**src/rtl/id_stage.sv**
```systemverilog
// id_stage: decode / operand-fetch stage feeding the execute ALU.
// Holds the 32x32 register file (R0 hard-wired to zero), decodes one
// instruction per cycle over a valid/ready handshake and presents
// InputA/InputB/ALUop/OutRd/OutWrEn from a single registered stage.
// Optional feature: define WB_BYPASS_EN to forward a same-cycle writeback
// into the operands being loaded; otherwise operands see the pre-edge value.
module id_stage #(
   parameter int NREGS = 32,
   parameter int IMMW  = 14
) (
   input  logic        clk,
   input  logic        rst_n,
   input  logic        InValid,
   output logic        InReady,
   input  logic [31:0] Instr,
   input  logic        WbEn,
   input  logic [4:0]  WbAddr,
   input  logic [31:0] WbData,
   output logic        OutValid,
   input  logic        OutReady,
   output logic [31:0] InputA,
   output logic [31:0] InputB,
   output logic [2:0]  ALUop,
   output logic [4:0]  OutRd,
   output logic        OutWrEn
);

   logic [31:0] rf_q [NREGS];

   logic [2:0]  op;
   logic [4:0]  rd, rs, rt;
   logic [31:0] imm_ext;
   logic [31:0] rs_val, rt_val;

   logic [31:0] a_d, b_d, a_q, b_q;
   logic [2:0]  op_d, op_q;
   logic [4:0]  rd_d, rd_q;
   logic        we_d, we_q;
   logic        valid_q;
   logic        load;

   assign op      = Instr[31:29];
   assign rd      = Instr[28:24];
   assign rs      = Instr[23:19];
   assign rt      = Instr[18:14];
   assign imm_ext = {{(32-IMMW){Instr[IMMW-1]}}, Instr[IMMW-1:0]};

   assign InReady = !valid_q || OutReady;
   assign load    = InValid && InReady;

   // Register-file write port; writes to R0 are dropped so it stays zero.
   always_ff @(posedge clk or negedge rst_n) begin
      if (!rst_n) begin
         for (int i = 0; i < NREGS; i++) rf_q[i] <= '0;
      end else if (WbEn && (WbAddr != 5'd0)) begin
         rf_q[WbAddr] <= WbData;
      end
   end

   // Combinational read ports, with optional same-cycle writeback forwarding.
   always_comb begin
      rs_val = (rs == 5'd0) ? 32'd0 : rf_q[rs];
      rt_val = (rt == 5'd0) ? 32'd0 : rf_q[rt];
`ifdef WB_BYPASS_EN
      if (WbEn && (WbAddr != 5'd0) && (WbAddr == rs)) rs_val = WbData;
      if (WbEn && (WbAddr != 5'd0) && (WbAddr == rt)) rt_val = WbData;
`else
`endif
   end

   // Instruction decode into next-state values for the output stage.
   always_comb begin
      a_d  = 32'd0;
      b_d  = 32'd0;
      op_d = op;
      rd_d = 5'd0;
      we_d = 1'b0;
      case (op)
         3'b000, 3'b001: begin
            // NOOP: everything except ALUop stays zero.
         end
         3'b110, 3'b111: begin
            a_d  = rs_val;
            b_d  = imm_ext;
            rd_d = rd;
            we_d = (rd != 5'd0);
         end
         default: begin
            a_d  = rs_val;
            b_d  = rt_val;
            rd_d = rd;
            we_d = (rd != 5'd0);
         end
      endcase
   end

   // Output stage: capture on load, drop valid when consumed without a refill.
   always_ff @(posedge clk or negedge rst_n) begin
      if (!rst_n) begin
         valid_q <= 1'b0;
         a_q     <= '0;
         b_q     <= '0;
         op_q    <= '0;
         rd_q    <= '0;
         we_q    <= 1'b0;
      end else if (load) begin
         valid_q <= 1'b1;
         a_q     <= a_d;
         b_q     <= b_d;
         op_q    <= op_d;
         rd_q    <= rd_d;
         we_q    <= we_d;
      end else if (OutReady) begin
         valid_q <= 1'b0;
      end
   end

   assign OutValid = valid_q;
   assign InputA   = a_q;
   assign InputB   = b_q;
   assign ALUop    = op_q;
   assign OutRd    = rd_q;
   assign OutWrEn  = we_q;

endmodule

```
**config.mk**
```make
export PLATFORM = sky130hd
export DESIGN_NAME = id_stage
export DESIGN_NICKNAME = d
export VERILOG_FILES = /design/src/rtl/id_stage.sv
export SDC_FILE = /design/constraint.sdc
export NUM_CORES = 2
export LEC_CHECK = 0
export CAP_MARGIN = 20
export CORE_MARGIN = 5
export CORE_UTILIZATION = 30
export CTS_CLUSTER_DIAMETER = 40
export DETAILED_ROUTE_END_ITERATION = 7
export RECOVER_POWER = 100
export SKIP_CTS_REPAIR_TIMING = 1
export SLEW_MARGIN = 30
export SYNTH_ARGS = -nofsm -noshare
export SYNTH_HDL_FRONTEND = slang
export SYNTH_SLANG_ARGS = --single-unit
```
**constraint.sdc**
```tcl
create_clock -name clk -period 1.5 [get_ports clk]
set_input_delay 0.3 -clock clk [delete_from_list [all_inputs] [get_ports clk]]
set_output_delay 0.3 -clock clk [all_outputs]
set_load 0.02 [all_outputs]
```
Yosys cells after proc, flatten, opt, wreduce, memory -nomap -nowiden
Cells that the tools add are included.
{"block": "totals", "out_inout_bits": 75, "regBits": 1098}
{"block": "classes", "n_bitwise": 3, "n_mux": 17, "n_eq_ne": 3, "n_lt_le_gt_ge": 4, "n_reduce_logical": 13}
{"cell": "1024-bit bitwise mux", "count": 1}
{"cell": "32-bit binary-select mux with 5-bit select", "count": 2}
{"cell": "32-bit two-way mux", "count": 8}
{"cell": "32-bit demux with 5-bit select", "count": 1}
{"cell": "32-bit one-hot mux with 2 select lines", "count": 1}
{"cell": "6-bit >= comparator, second input constant", "count": 3}
{"cell": "5-bit inverter with 6-bit output", "count": 3}
{"cell": "5-bit zero test", "count": 2}
{"cell": "5-bit nonzero test", "count": 2}
{"cell": "3-bit == test, second input constant", "count": 2}
{"cell": "6-bit by 1-bit < comparator with 1-bit output, second input constant", "count": 1}
{"cell": "5-bit two-way mux", "count": 1}
{"cell": "2-bit OR reduction", "count": 2}
{"cell": "3-bit by 1-bit == test with 1-bit output, second input constant", "count": 1}
{"cell": "1-bit logical AND", "count": 3}
{"cell": "3-bit zero test", "count": 1}
{"cell": "1-bit two-way mux", "count": 3}
{"cell": "2-bit nonzero test", "count": 1}
{"cell": "1-bit zero test", "count": 1}
{"cell": "1-bit logical OR", "count": 1}

Depth between registers and ports, before layout
{"block": "logic_depth", "ltp_word": 6, "mapped_depth": 10, "mapped_depth_nobuf": 7}

Worst setup path before layout
No wires, ideal clock.
{"block": "synth_timing", "kind": "input -> register", "startpoint": "input Instr[20]", "endpoint": "register a_q[10] (netlist: InputA[10])", "stages": 7, "setup_ns": 0.122, "n_path_buf": 3, "setup_slack_ns": -0.538, "arrival_time_ns": 1.916, "required_ns": 1.378, "path_cell_list": "buf_4 -> buf_2 -> buf_1 -> mux4_2 -> a211oi_1 -> o21ai_0 -> a32o_1"}
{"block": "synth_between", "elab_chain_cells": 6}
{"item": "start, declared", "line": "15", "source": "input logic [31:0] Instr,"}
{"item": "5-bit inverter with 6-bit output (not written as such)", "line": "62", "source": "rs_val = (rs == 5'd0) ? 32'd0 : rf_q[rs];"}
{"item": "32-bit binary-select mux with 5-bit select", "line": "62"}
{"item": "32-bit two-way mux (not written as such) (2 in series)", "line": "62"}
{"item": "32-bit two-way mux (*)", "line": "62"}
{"item": "32-bit two-way mux (*)", "line": "78", "source": "case (op)"}
{"item": "end signal, assigned", "line": "101", "source": "a_q <= '0;"}
{"item": "end signal, assigned", "line": "108", "source": "a_q <= a_d;"}
{"item": "end, declared", "line": "35", "source": "logic [31:0] a_d, b_d, a_q, b_q;"}
Mark *: on every way between the ends. The rest lies on a longest branch, timed or not. The select of a mux whose other input is x is not followed.
A chain may end at the register's enable or synchronous reset.

Worst setup path after layout
{"block": "layout_timing", "startpoint": "register rf_q[257] (netlist bit)", "endpoint": "register a_q[1] (netlist: InputA[1])"}
{"block": "layout_between", "elab_chain_cells": 5}
{"item": "start, declared", "line": "28", "source": "logic [31:0] rf_q [NREGS];"}
{"item": "start signal, assigned by index", "line": "56", "source": "rf_q[WbAddr] <= WbData;"}
{"item": "32-bit binary-select mux with 5-bit select", "line": "62"}
{"item": "32-bit two-way mux (not written as such) (2 in series)", "line": "62"}
{"item": "32-bit two-way mux", "line": "62"}
{"item": "32-bit two-way mux", "line": "78"}
Every way passes these cells. The select of a mux whose other input is x is not followed.

==> out/metrics.cfg <==
[status]
status=complete, but fails checks
violations=setup timing

[global_routing]
grt_max_degree=104
grt_pass1_vias=43100
grt_pass1_wl_um=313000
antenna_found_initial=6
grt_overflow=0
track_usage_pct=21.4

[power]
power_per_cell_area_mw_per_mm2=1350
internal-power_uw=75400
pwr-share-clk_pct=40.1
ir_worst_vdd_uv=1200
leakage_uw=0.0340
combPwrFrac_pct=22.0
switching_share_pct=27.9
p_sw_uw=29100
power_frac_seq_pct=37.9

[synthesis]
syn_inst=3959
yosysUniqueCellTypes=57
ys_ff_latch=1098
synth_area_leaders=dfrtp_1 48%, mux2_2 20%, mux4_2 15%, mux2i_1 5.7%, clkbuf_1 1.5%
synth_ff_type=dfrtp_1
yosysTopAreaCell=dfrtp_1
syn_area_mm2=0.0572
ys_warn_count=0
async_flop_share_pct=100
seq_area_frac_synth_pct=48.0
synth_edf_count=0
synth_top_area_share_pct=48.0
syn_area_per_cell_um2=14.5
syn_nets=4035

[layout]
syn_to_final_growth_pct=35.0
nets=4879
layout.cells.non_filler=7454
drive_gt1_share_pct=59.4
fillers=17300

[setup_path]
reg2reg_depth=5
crit_path_start=rf_q[257]$_DFFE_PN0P_
r2r_end=InputA[1]$_DFFE_PN0P_
start_kind=register
cp_slowest_cell=mux4_2
rrSetupSlack_ns=-0.33
crit_buf_inv=0
cpMostUsedCell=a22o_1
crit_path_max_fanout=2
rr_startpoint=rf_q[257]$_DFFE_PN0P_
cp_cell_sequence=mux4_2 > a22o_1 > a211oi_4 > a21oi_2 > a22o_1
cp_slowest_stage_delay_ns=0.49
critPathKind=reg2reg
critical_path.endpoint_type=register
critPathTopFamily=compound AO/OA/AOI/OAI gates
critPathCapture=InputA[1]$_DFFE_PN0P_
cp.arrival_ns=2.52
cp.depth=5
cp.required_ns=2.19

[drt]
vias_per_cell=5.57
drt_iter0_markers=3591
first_pass_iters=5
ant_nets=0
wire_per_inst_um=29.6
route.detailed.drc=0
vias=41500
wirelength_um=220000

[clocking]
clk_latency_ns=0.81
clock-sinks=1098
h-tree-depth=4
cts_made_buffers=163
cts_tree=built
clockRootBuffer=clkbuf_16
path_clk_slew_ns=0.06
clockBufferDepth=3

[timing]
hold_viol=0
fin_ws_ns=-0.329
maxSlewViolCount=0
max_freq_mhz=547
setup_viol=847
tightest_slew_ns=1.27
relSlewSlack_pct=15.4
rsz0062_at_grt=yes
fin_crit_sh_pct=122
fin_skew_ns=0.0445
period_minus_slack_ns=1.83

[placed_design]
dpl.cell_count=7092
dp_slack_ns=-1.18
io_buffer_count=148
place_congestion=0.886
hpwl_um=150000

[floorplan]
die-area_mm2=0.200
dieWidth_um=447
start_util_pct=30.1
ioPinCount=149
rows=160
core_area_mm2=0.190
die_h_um=447

[hold_path]
holdCritPathClass=in2reg
hold_path_depth=3

[flow_run]
cap_violations=0

[logic make-up after synthesis]
group | Yosys count | synth area share, %
buffers and inverters | 450 | 3.84
and+or+nand+nor | 233 | 1.99
muxes | 1694 | 40.0
AOI/OAI and AO/OA | 482 | 6.08
adders and majority gates | 2 | 0.0437
DFF | 1098 | 48.0
[area by class of cell]
| cell class | count | area [um2] | share of cell area, % |
|---|---|---|---|
| Clock inverter | 106 | 1450 | 1.87 |
| Sequential cell | 1098 | 27500 | 35.6 |
| Multi-Input combinational cell | 2411 | 28700 | 37.1 |
| Clock buffer | 197 | 4550 | 5.89 |
| Inverter | 9 | 33.8 | 0.0437 |
| Antenna cell | 2 | 5.00 | 0.00648 |
| Timing Repair Buffer | 1120 | 11900 | 15.4 |
| Tap cell | 2511 | 3140 | 4.07 |
[power groups by stage]
stage               Sequential (uW)  Combinational, uW  Clock [uW]
finish                        39600              23000       41900
global route                  40100              24400       43800
CTS                           39400              22100       42500
detailed placement            39800              22000           0
global placement              39600              21600           0
floorplan                     38600              12800           0
[state kept, by name, indices dropped and copies added (netlist names)]
name	count
OutWrEn	1
rf_q	1024
OutRd	5
ALUop	3
InputB	32
InputA	32
OutValid	1
[cells in the final DEF (no fill, tap or decap), types with 20 or more instances in the layout]
cell type        count
a221o_1             20
buf_6               84
dfrtp_1           1058
nor3_1              22
mux4_2             373
a211oi_2            49
buf_4              702
mux2i_1            313
o21ai_1             33
inv_6               23
a21oi_1             56
a32o_1              20
nand2_1             53
mux2_2             959
clkinv_2            23
bufinv_16           27
nor2_1              44
o221ai_1            50
o22ai_1             47
dfrtp_2             40
mux2_4              33
clkdlybuf4s50_1     55
clkbuf_16          182
a22oi_1             35
buf_12             216
[tightest hold or removal path, delay by kind of cell]
kind,cells,cell delay (ns)
buffers and inverters,1,0.40
AND/OR/NAND/NOR,2,0.11
[worst min-delay path by stage]
stage,startpoint,endpoint,slack (ns)
final,Instr[29],ALUop[0]$_DFFE_PN0P_,0.05
after global routing,Instr[29],ALUop[0]$_DFFE_PN0P_,0.03
after CTS,rst_n,rf_q[558]$_DFFE_PN0P_,-0.48
after detailed placement,rst_n,rf_q[654]$_DFFE_PN0P_,0.39
after global placement,rf_q[1018]$_DFFE_PN0P_,rf_q[1018]$_DFFE_PN0P_,0.38
after floorplan,rst_n,ALUop[0]$_DFFE_PN0P_,0.004
[layer usage]
| layer | vias up | wire [um] | GRT usage [%] | part of all wire, % |
|---|---|---|---|---|
| li1 | 17000 | - | - | - |
| met5 | - | 54 | 0 | 0.025 |
| met2 | 1715 | 105000 | 34.8 | 48 |
| met1 | 22200 | 87500 | 27.3 | 40 |
| met4 | 8 | 13900 | 11.0 | 6.3 |
| met3 | 549 | 14000 | 3.90 | 6.3 |
[through the flow]
stage | hold WS [ns] | util (%) | TNS (ns) | power [uW] | cell area, um2
after floorplan | 0.00441 | - | -27.98 | 51400 | 58400
after global placement | 0.384 | 36.7 | -860.78 | 61200 | 69800
after detailed placement | 0.387 | 36.7 | -878.65 | 61800 | 69800
after CTS | -0.483 | 39.9 | -102.94 | 104000 | 75800
after global routing | 0.0334 | 40.6 | -128.33 | 108000 | 77200
final | 0.0514 | 40.7 | -107.03 | 105000 | 77200
[synthesized netlist by cell type, types with 4 or more instances]
cell	count
a221o_1	20
o22a_1	15
nand2_1	71
dfrtp_1	1098
a221oi_1	18
buf_2	94
mux4_1	4
inv_1	8
nand3b_1	9
nor2_1	61
mux2_2	992
buf_4	38
or4_1	9
a211oi_1	58
o221ai_1	52
mux2i_1	327
nor3_1	28
and2_1	4
a32o_1	22
a31oi_1	15
a22oi_1	41
o22ai_1	50
a21oi_1	74
buf_12	4
a22o_1	18
buf_6	19
mux4_2	370
clkbuf_1	228
nor3b_1	6
buf_1	53
nand3_1	5
nor2b_1	23
a211o_1	10
o21ai_0	57
o211ai_1	15
nand2b_1	5
Power figures use the tool's default switching activity.
